### src/rtl/updown_pkg.sv
// Shared state encoding and default geometry for the up/down sequence monitor.
package updown_pkg;

    localparam int unsigned LO_DEF = 5;
    localparam int unsigned HI_DEF = 31;
    localparam int unsigned W_DEF  = 5;
    localparam int unsigned CW_DEF = 8;

    typedef enum logic [1:0] {
        ST_IDLE  = 2'd0,
        ST_TRACK = 2'd1,
        ST_FAULT = 2'd2
    } state_t;

endpackage

### src/rtl/sat_counter.sv
// Saturating event counter: holds at all-ones instead of rolling over.
module sat_counter #(
    parameter int unsigned CW = 8
) (
    input  logic          clk,
    input  logic          rst,
    input  logic          clr,
    input  logic          inc,
    output logic [CW-1:0] cnt
);

    logic [CW-1:0] r_cnt;

    always_ff @(posedge clk) begin
        if (rst) begin
            r_cnt <= '0;
        end else if (clr) begin
            r_cnt <= '0;
        end else if (inc && (r_cnt != '1)) begin
            r_cnt <= r_cnt + CW'(1);
        end
    end

    assign cnt = r_cnt;

endmodule

### src/rtl/updown_seq_monitor.sv
// Checks that an observed up/down counter steps by one and wraps between LO and HI,
// counting wraps and latching the first deviation.
module updown_seq_monitor
    import updown_pkg::*;
#(
    parameter int unsigned LO = LO_DEF,
    parameter int unsigned HI = HI_DEF,
    parameter int unsigned W  = W_DEF,
    parameter int unsigned CW = CW_DEF
) (
    input  logic          clk,
    input  logic          rst,
    input  logic          in_valid,
    input  logic [W-1:0]  q_in,
    input  logic          mode_in,
    input  logic          load_in,
    input  logic          clr,
    output logic [CW-1:0] wrap_up_cnt,
    output logic [CW-1:0] wrap_dn_cnt,
    output logic          err,
    output logic [W-1:0]  err_val,
    output logic [W-1:0]  err_exp,
    output logic [1:0]    st
);

    localparam logic [W-1:0] LO_W = W'(LO);
    localparam logic [W-1:0] HI_W = W'(HI);

    state_t       r_st;
    logic [W-1:0] r_prev;
    logic         r_err;
    logic [W-1:0] r_err_val;
    logic [W-1:0] r_err_exp;

    state_t       w_st_nxt;
    logic [W-1:0] w_prev_nxt;
    logic         w_err_nxt;
    logic [W-1:0] w_err_val_nxt;
    logic [W-1:0] w_err_exp_nxt;
    logic         w_inc_up;
    logic         w_inc_dn;
    logic [W-1:0] w_exp;
    logic         w_in_range;
    logic         w_at_hi;
    logic         w_at_lo;

    // Next-value predictor; +1/-1 only applied away from the wrap points.
    always_comb begin
        w_at_hi    = (r_prev == HI_W);
        w_at_lo    = (r_prev == LO_W);
        w_in_range = (q_in >= LO_W) && (q_in <= HI_W);
        if (mode_in) begin
            w_exp = w_at_hi ? LO_W : (r_prev + W'(1));
        end else begin
            w_exp = w_at_lo ? HI_W : (r_prev - W'(1));
        end
    end

    always_comb begin
        w_st_nxt      = r_st;
        w_prev_nxt    = r_prev;
        w_err_nxt     = r_err;
        w_err_val_nxt = r_err_val;
        w_err_exp_nxt = r_err_exp;
        w_inc_up      = 1'b0;
        w_inc_dn      = 1'b0;

        if (clr) begin
            w_st_nxt      = ST_IDLE;
            w_err_nxt     = 1'b0;
            w_err_val_nxt = '0;
            w_err_exp_nxt = '0;
        end else begin
            case (r_st)
                ST_IDLE: begin
                    if (in_valid) begin
                        if (w_in_range) begin
                            w_prev_nxt = q_in;
                            w_st_nxt   = ST_TRACK;
                        end else begin
                            w_st_nxt      = ST_FAULT;
                            w_err_nxt     = 1'b1;
                            w_err_val_nxt = q_in;
                            w_err_exp_nxt = '0;
                        end
                    end
                end
                ST_TRACK: begin
                    if (in_valid) begin
                        if (load_in) begin
                            if (w_in_range) begin
                                w_prev_nxt = q_in;
                            end else begin
                                w_st_nxt      = ST_FAULT;
                                w_err_nxt     = 1'b1;
                                w_err_val_nxt = q_in;
                                w_err_exp_nxt = '0;
                            end
                        end else if (q_in == w_exp) begin
                            w_prev_nxt = q_in;
                            w_inc_up   = mode_in && w_at_hi;
                            w_inc_dn   = !mode_in && w_at_lo;
                        end else begin
                            w_st_nxt      = ST_FAULT;
                            w_err_nxt     = 1'b1;
                            w_err_val_nxt = q_in;
                            w_err_exp_nxt = w_exp;
                        end
                    end
                end
                ST_FAULT: begin
                    w_st_nxt = ST_FAULT;
                end
                default: begin
                    w_st_nxt = ST_IDLE;
                end
            endcase
        end
    end

    always_ff @(posedge clk) begin
        if (rst) begin
            r_st      <= ST_IDLE;
            r_prev    <= LO_W;
            r_err     <= 1'b0;
            r_err_val <= '0;
            r_err_exp <= '0;
        end else begin
            r_st      <= w_st_nxt;
            r_prev    <= w_prev_nxt;
            r_err     <= w_err_nxt;
            r_err_val <= w_err_val_nxt;
            r_err_exp <= w_err_exp_nxt;
        end
    end

    sat_counter #(.CW(CW)) u_wrap_up (
        .clk (clk),
        .rst (rst),
        .clr (clr),
        .inc (w_inc_up),
        .cnt (wrap_up_cnt)
    );

    sat_counter #(.CW(CW)) u_wrap_dn (
        .clk (clk),
        .rst (rst),
        .clr (clr),
        .inc (w_inc_dn),
        .cnt (wrap_dn_cnt)
    );

    assign err     = r_err;
    assign err_val = r_err_val;
    assign err_exp = r_err_exp;
    assign st      = r_st;

endmodule

### config.mk
export PLATFORM = sky130hd
export DESIGN_NAME = updown_seq_monitor
export DESIGN_NICKNAME = d
export VERILOG_FILES = /design/src/rtl/updown_pkg.sv /design/src/rtl/sat_counter.sv /design/src/rtl/updown_seq_monitor.sv
export SDC_FILE = /design/constraint.sdc
export NUM_CORES = 1
export LEC_CHECK = 0
export BUFFER_PORTS_ARGS = -buffer_cell sky130_fd_sc_hd__buf_2
export CORE_MARGIN = 2
export CORE_UTILIZATION = 54
export DETAILED_ROUTE_END_ITERATION = 8
export PLACE_DENSITY = 0.75
export SYNTH_ARGS = -nofsm -noshare
export SYNTH_HDL_FRONTEND = slang
export SYNTH_SLANG_ARGS = --single-unit
### constraint.sdc
create_clock -name clk -period 6.4 [get_ports clk]
set_clock_uncertainty 0.05 [all_clocks]
set_input_delay 0.96 -clock clk [delete_from_list [all_inputs] [get_ports clk]]
set_output_delay 0.96 -clock clk [all_outputs]
set_load 0.1 [all_outputs]
**Yosys cells after proc, flatten, opt, wreduce, memory -nomap -nowiden**

Index checks and enable logic that the tools add are counted.

- Output and inout port bits: 29
- Memories: 0
- Memory bits (writable): 0
- Flip-flop bits (word level): 34
- Logic and storage cells: 82
- Bits in read-only memories: 0
- Bits in latches: 0

- Mux-type cells: 44
- Divide/modulo/power cells: 0
- Shift operators: 0
- Reductions and logical operators: 12
- $lt $le $gt $ge: 2
- Add/sub/neg operators: 4
- Eq/ne operators: 12
- Multiply operators: 0
- Bitwise logic cells: 1

Operator list:

| operator | number |
|---|---|
| 5-bit two-way mux | 18 |
| 5-bit case mux with 2 select lines | 3 |
| 8-bit by 1-bit adder with 8-bit output, second input constant | 2 |
| 8-bit inequality test, second input constant | 2 |
| 1-bit two-way mux | 15 |
| 2-bit two-way mux | 6 |
| 3-bit inequality test, second input constant | 3 |
| 4-bit AND reduction | 2 |
| 2-bit case mux with 3 select lines | 1 |
| 5-bit by 1-bit adder with 5-bit output, second input constant | 1 |
| 5-bit by 3-bit == test with 1-bit output, second input constant | 1 |
| 5-bit == test | 1 |
| 5-bit == test, second input constant | 1 |
| 5-bit by 3-bit greater-or-equal comparator with 1-bit output, second input constant | 1 |
| 5-bit <= comparator, second input constant | 1 |
| 1-bit logical AND | 5 |
| 5-bit AND reduction | 1 |
| 5-bit by 1-bit subtractor with 5-bit output, second input constant | 1 |
| 2-bit inequality test, second input constant | 2 |
| 2-bit by 1-bit == test with 1-bit output, second input constant | 1 |
| 2-bit == test, second input constant | 1 |
| 2-bit zero test | 1 |
| 1-bit case mux with 2 select lines | 1 |
| 2-bit nonzero test | 1 |
| other kinds (3) | 3 |

**Longest topological paths before layout**

- Depth after elaboration: 10
- Gate-level depth with buffers: 13
- Gate-level depth less buffers: 10

**By module**

A second synthesis with hierarchy kept.

- Cell total of the unflattened synthesis: 243
- Area total of the unflattened synthesis: 2144.6 um^2

By module, submodules not included:

| module | area an instance (um^2) | sequential area each (um^2) | instances | cells an instance |
|---|---|---|---|---|
| updown_seq_monitor | 1273.7 | 360.3 | 1 | 149 |
| sat_counter | 435.4 | 160.2 | 2 | 47 |

**Least setup slack after synthesis**

Ideal clock, no wire load.

- Path type: input port to flip-flop
- From: in mode_in
- To: reg u_wrap_dn.r_cnt[2], in the netlist u_wrap_dn.cnt[2]
- Required time: 6280 ps
- Path buffers: 3
- Path slack: 3260 ps
- Setup time: 70 ps
- Arrival time: 3020 ps
- Stages on the path: 10
- Path through: buf_2 xor2_1 nand2b_1 o22ai_1 a32oi_1 or4_1 buf_2 buf_6 or4_1 a21oi_1

- Longest elaborated chain between the ends: 8
- Elaborated cells on any way between the ends: 10
- Those cells by class: eq/ne: 1; mux: 6; reduce/logical: 3

Ends and longest elaborated chain:

| what | line | RTL |
|---|---|---|
| start, declared | updown_seq_monitor.sv:15 | `input logic mode_in,` |
| 5-bit two-way mux / 1-bit zero test (equally long branches) | updown_seq_monitor.sv:52, updown_seq_monitor.sv:102 |  |
| 5-bit == test / 1-bit logical AND (equally long branches) | updown_seq_monitor.sv:99, updown_seq_monitor.sv:102 |  |
| 1-bit two-way mux * | updown_seq_monitor.sv:99 | `end else if (q_in == w_exp) begin` |
| 1-bit two-way mux * | updown_seq_monitor.sv:90 | `if (load_in) begin` |
| 1-bit two-way mux * | updown_seq_monitor.sv:89 | `if (in_valid) begin` |
| 1-bit two-way mux * | updown_seq_monitor.sv:74 | `case (r_st)` |
| 1-bit two-way mux * | updown_seq_monitor.sv:68 | `if (clr) begin` |
| 1-bit logical AND * | sat_counter.sv:19 | `end else if (inc && (r_cnt != '1)) begin` |
| end signal, assigned | sat_counter.sv:20 | `r_cnt <= r_cnt + CW'(1);` |
| end, declared | sat_counter.sv:12 | `logic [CW-1:0] r_cnt;` |

Every way passes the cells marked *; elsewhere a longest branch is shown, timed or not.
A chain may end at the register's enable or synchronous reset.

**Final worst setup path**

- From: reg r_prev[0]
- To: reg u_wrap_dn.r_cnt[6], in the netlist u_wrap_dn.cnt[6]

- Longest elaborated chain between the ends: 10
- Elaborated cells on any way between the ends: 15
- Those cells by class: add/sub: 2; eq/ne: 3; mux: 8; reduce/logical: 2

Ends and longest elaborated chain:

| what | line | RTL |
|---|---|---|
| start, declared | updown_seq_monitor.sv:30 | `logic [W-1:0] r_prev;` |
| start signal, assigned | updown_seq_monitor.sv:130 | `r_prev <= w_prev_nxt;` |
| 5-bit by 1-bit subtractor with 5-bit output (tied with other cells) | updown_seq_monitor.sv:55 | `w_exp = w_at_lo ? HI_W : (r_prev - W'(1));` |
| 5-bit two-way mux (on tied branches) | updown_seq_monitor.sv:55, updown_seq_monitor.sv:53 |  |
| 5-bit two-way mux | updown_seq_monitor.sv:52 | `if (mode_in) begin` |
| 5-bit == test | updown_seq_monitor.sv:99 |  |
| 1-bit two-way mux * | updown_seq_monitor.sv:99 |  |
| 1-bit two-way mux * | updown_seq_monitor.sv:90 |  |
| 1-bit two-way mux * | updown_seq_monitor.sv:89 |  |
| 1-bit two-way mux * | updown_seq_monitor.sv:74 |  |
| 1-bit two-way mux * | updown_seq_monitor.sv:68 |  |
| 1-bit logical AND * | sat_counter.sv:19 |  |

Marked as above.

==> impl_metrics.py <==
metrics = {
    "drt": {
        "drc": 0,
        "detailedRoute.firstPassIterationCount": 4,
        "ant_nets": 0,
        "route.vias.total": 1932,
        "wl_um": 4610,
        "vias_per_cell": 5.89,
        "avgRoutedWirePerCell_um": 14.1,
        "drtIter0Drc": 145,
    },
    "place": {
        "hpwlAfterDp_um": 3220,
        "portBuffers": 39,
        "place.gp.congestion": 0.894,
        "place_area_mm2": 0.00223,
    },
    "synthesis": {
        "synthTopCellsByArea": "dfxtp_1, ha_1, a21oi_1, mux2i_1, nand2_1",
        "synth_top_cell_area_share_pct": 33.6,
        "yosysMostFrequentCell": "dfxtp_1",
        "ys_ff_latch": 34,
        "netlist_area_mm2": 0.00203,
        "synth_commonest_cells": "dfxtp_1, nand2_1, a21oi_1, inv_1, nor2_1",
        "yosys_warnings": 0,
        "synth_edf_count": 0,
        "ys_async_sr_fraction_pct": 0,
        "synth_largest_area_cell": "dfxtp_1",
        "avgSynthCellArea_um2": 8.30,
        "synth-seq-area-share_pct": 33.6,
        "synth.distinct_cells": 44,
        "synth_ff_type": "dfxtp_1",
        "syn-num-nets": 264,
        "synthCells": 244,
    },
    "flow_run": {
        "cap_violations": 0,
    },
    "global_route": {
        "grt_pass1_vias": 1716,
        "antenna_found_initial": 0,
        "grt_pass1_wl_um": 7960,
        "track_usage_pct": 23.8,
        "gr-total-overflow": 0,
        "grt_max_degree": 35,
    },
    "floorplan": {
        "die_x_um": 65.2,
        "die_h_um": 65.2,
        "placement_rows": 22,
        "io_pins": 40,
        "start_util_pct": 55.8,
        "dieArea_mm2": 0.00426,
        "core_mm2": 0.00363,
    },
    "power": {
        "p_leak_nw": 0.976,
        "powerDensity_mw_per_mm2": 215,
        "irDropWorstVdd_uv": 120,
    },
    "sta": {
        "report.final.slew_viol_count": 0,
        "rsz0062_at_grt": "false",
        "period_share_pct": 57.5,
        "worst_pin_slew_ns": 1.14,
        "max_freq_mhz": 272,
        "max_slew_margin_pct": 23.3,
        "setup_viol": 0,
        "fin_crit_ns": 3.68,
        "final_hold_viol_count": 0,
        "tns_ns": 0,
    },
    "layout": {
        "fin_util_pct": 64.3,
        "nNetsFinal": 299,
        "drive_gt1_share_pct": 19.3,
        "final_area_mm2": 0.00234,
        "area_growth_pct": 15.3,
        "diodes": 0,
    },
    "hold_path": {
        "min_path_type": "reg2reg",
    },
    "setup_path": {
        "cp-start-kind": "register",
        "critical_path_buf_inv_count": 0,
        "cp_slowest_cell": "or4_1",
        "cp-end-kind": "register",
        "cp.arrival_ns": 3.84,
        "cpPeakStageDelay_ns": 0.93,
        "cp_max_fo": 34,
        "crit_family": "simple AND/OR/NAND/NOR gates",
        "critPathRequiredTime_ns": 6.57,
        "worstSetupPathType": "reg2reg",
        "path_cells": "ha_1, and3_1, ha_1, nand2b_1, nor2_1, o31ai_1, xor2_1, or4_1, or4_1, a21oi_1",
    },
    "clocking": {
        "hold_buffers": 0,
        "cts_buffers": 5,
        "root_buffer": "clkbuf_8",
        "path_clk_slew_ns": 0.07,
        "cts_tree": "done",
        "clockBufferDepth": 2,
        "cts_setup_buffers": 0,
        "cts_resized": 0,
        "clk_latency_ns": 0.29,
        "htreeDepth": 2,
        "clock-sinks": 34,
    },
    "run_status": {
        "status": "completed",
    },
}
## worst reg2reg max path, cell delays in order (launching register included)
cell and delay [ns]:
dfxtp_1 0.48, ha_1 0.24, and3_1 0.17, ha_1 0.19, nand2b_1 0.17, nor2_1 0.05
o31ai_1 0.38, xor2_1 0.14, or4_1 0.93, or4_1 0.65, a21oi_1 0.15
## flip-flops by register name (all words and copies together), names as in the netlist
register	count
u_wrap_up.cnt	8
r_prev	5
err_exp	5
u_wrap_dn.cnt	8
err	1
st	2
err_val	5
## area by class of cell
| class | count | area [um^2] |
|---|---|---|
| tap | 48 | 60.1 |
| timing repair buffer | 41 | 210 |
| sequential | 34 | 681 |
| clock inverter | 2 | 37.5 |
| fill | 334 | 1300 |
| multi-input combinational | 184 | 1230 |
| inverter | 13 | 48.8 |
| clock buffer | 6 | 72.6 |
## cells in the final DEF, fill, tap and decap left out, types with 3 or more instances in the layout
cell type  synthesis  layout
ha_1               9       9
dfxtp_1           34      34
xor2_1             3       3
nor2b_1            4       4
a21oi_1           18      18
xnor2_1            3       3
or3_1              8       8
nand3_1            7       7
nand2_1           22      22
nor3b_1            4       4
clkbuf_8           0       5
o31ai_1            9       9
nor3_1             5       5
and3_1             7       7
mux2i_1            9       9
inv_1             13      13
nand4_1            4       4
or4_1              8       8
o211ai_1           3       3
nor2_1            12      12
buf_2              5      39
a32o_1             6       6
a31oi_1            3       3
nand2b_1           6       6
o21ai_0           11      11
## logic make-up after synthesis
group / share of synthesized area (%)
flops: 33.6
mux: 4.45
fa+ha+maj: 5.56
simple gates: 25.7
compound gates: 22.2
xor+xnor: 2.59
buf+inv: 5.87
## path summary, 6_finish.rpt
kind,startpoint,endpoint,slack (ns),cells after the start
worst max-delay path,r_prev[0],u_wrap_dn.cnt[6],2.72,10
worst max register to register,r_prev[0],u_wrap_dn.cnt[6],2.72,10
worst min-delay path,err_val[1],err_val[1],0.41,2
worst min register to register,err_val[1],err_val[1],0.41,2
## metrics by stage
stage | cells | power (mW) | hold slack, ns | setup WS [ns]
after global routing | 328 | 0.524 | 0.438 | 2.45
after CTS | 328 | 0.505 | 0.413 | 2.74
after floorplan | 244 | 0.291 | 0.442 | 3.26
final | 328 | 0.501 | 0.410 | 2.72
after detailed placement | 320 | 0.308 | 0.404 | 2.71
after global placement | 320 | 0.307 | 0.398 | 2.81
## per-layer routing
| layer | GRT usage, % | part of all wire, % | vias to the layer above |
|---|---|---|---|
| met3 | 4.79 | 3.8 | 6 |
| met2 | 36.9 | 46 | 41 |
| met1 | 32.8 | 49 | 901 |
| li1 | - | - | 984 |
| met4 | 8.85 | 1.6 | 0 |
| met5 | 0 | 0 | - |
## report_power, final
| part | leakage [nW] | switching [mW] | internal, mW |
|---|---|---|---|
| clock network | 0.0514 | 0.0809 | 0.116 |
| logic | 0.650 | 0.0542 | 0.0285 |
| registers | 0.275 | 0.00617 | 0.215 |
| total | 0.976 | 0.141 | 0.360 |
Note: power is estimated with default switching activity, not from simulation.
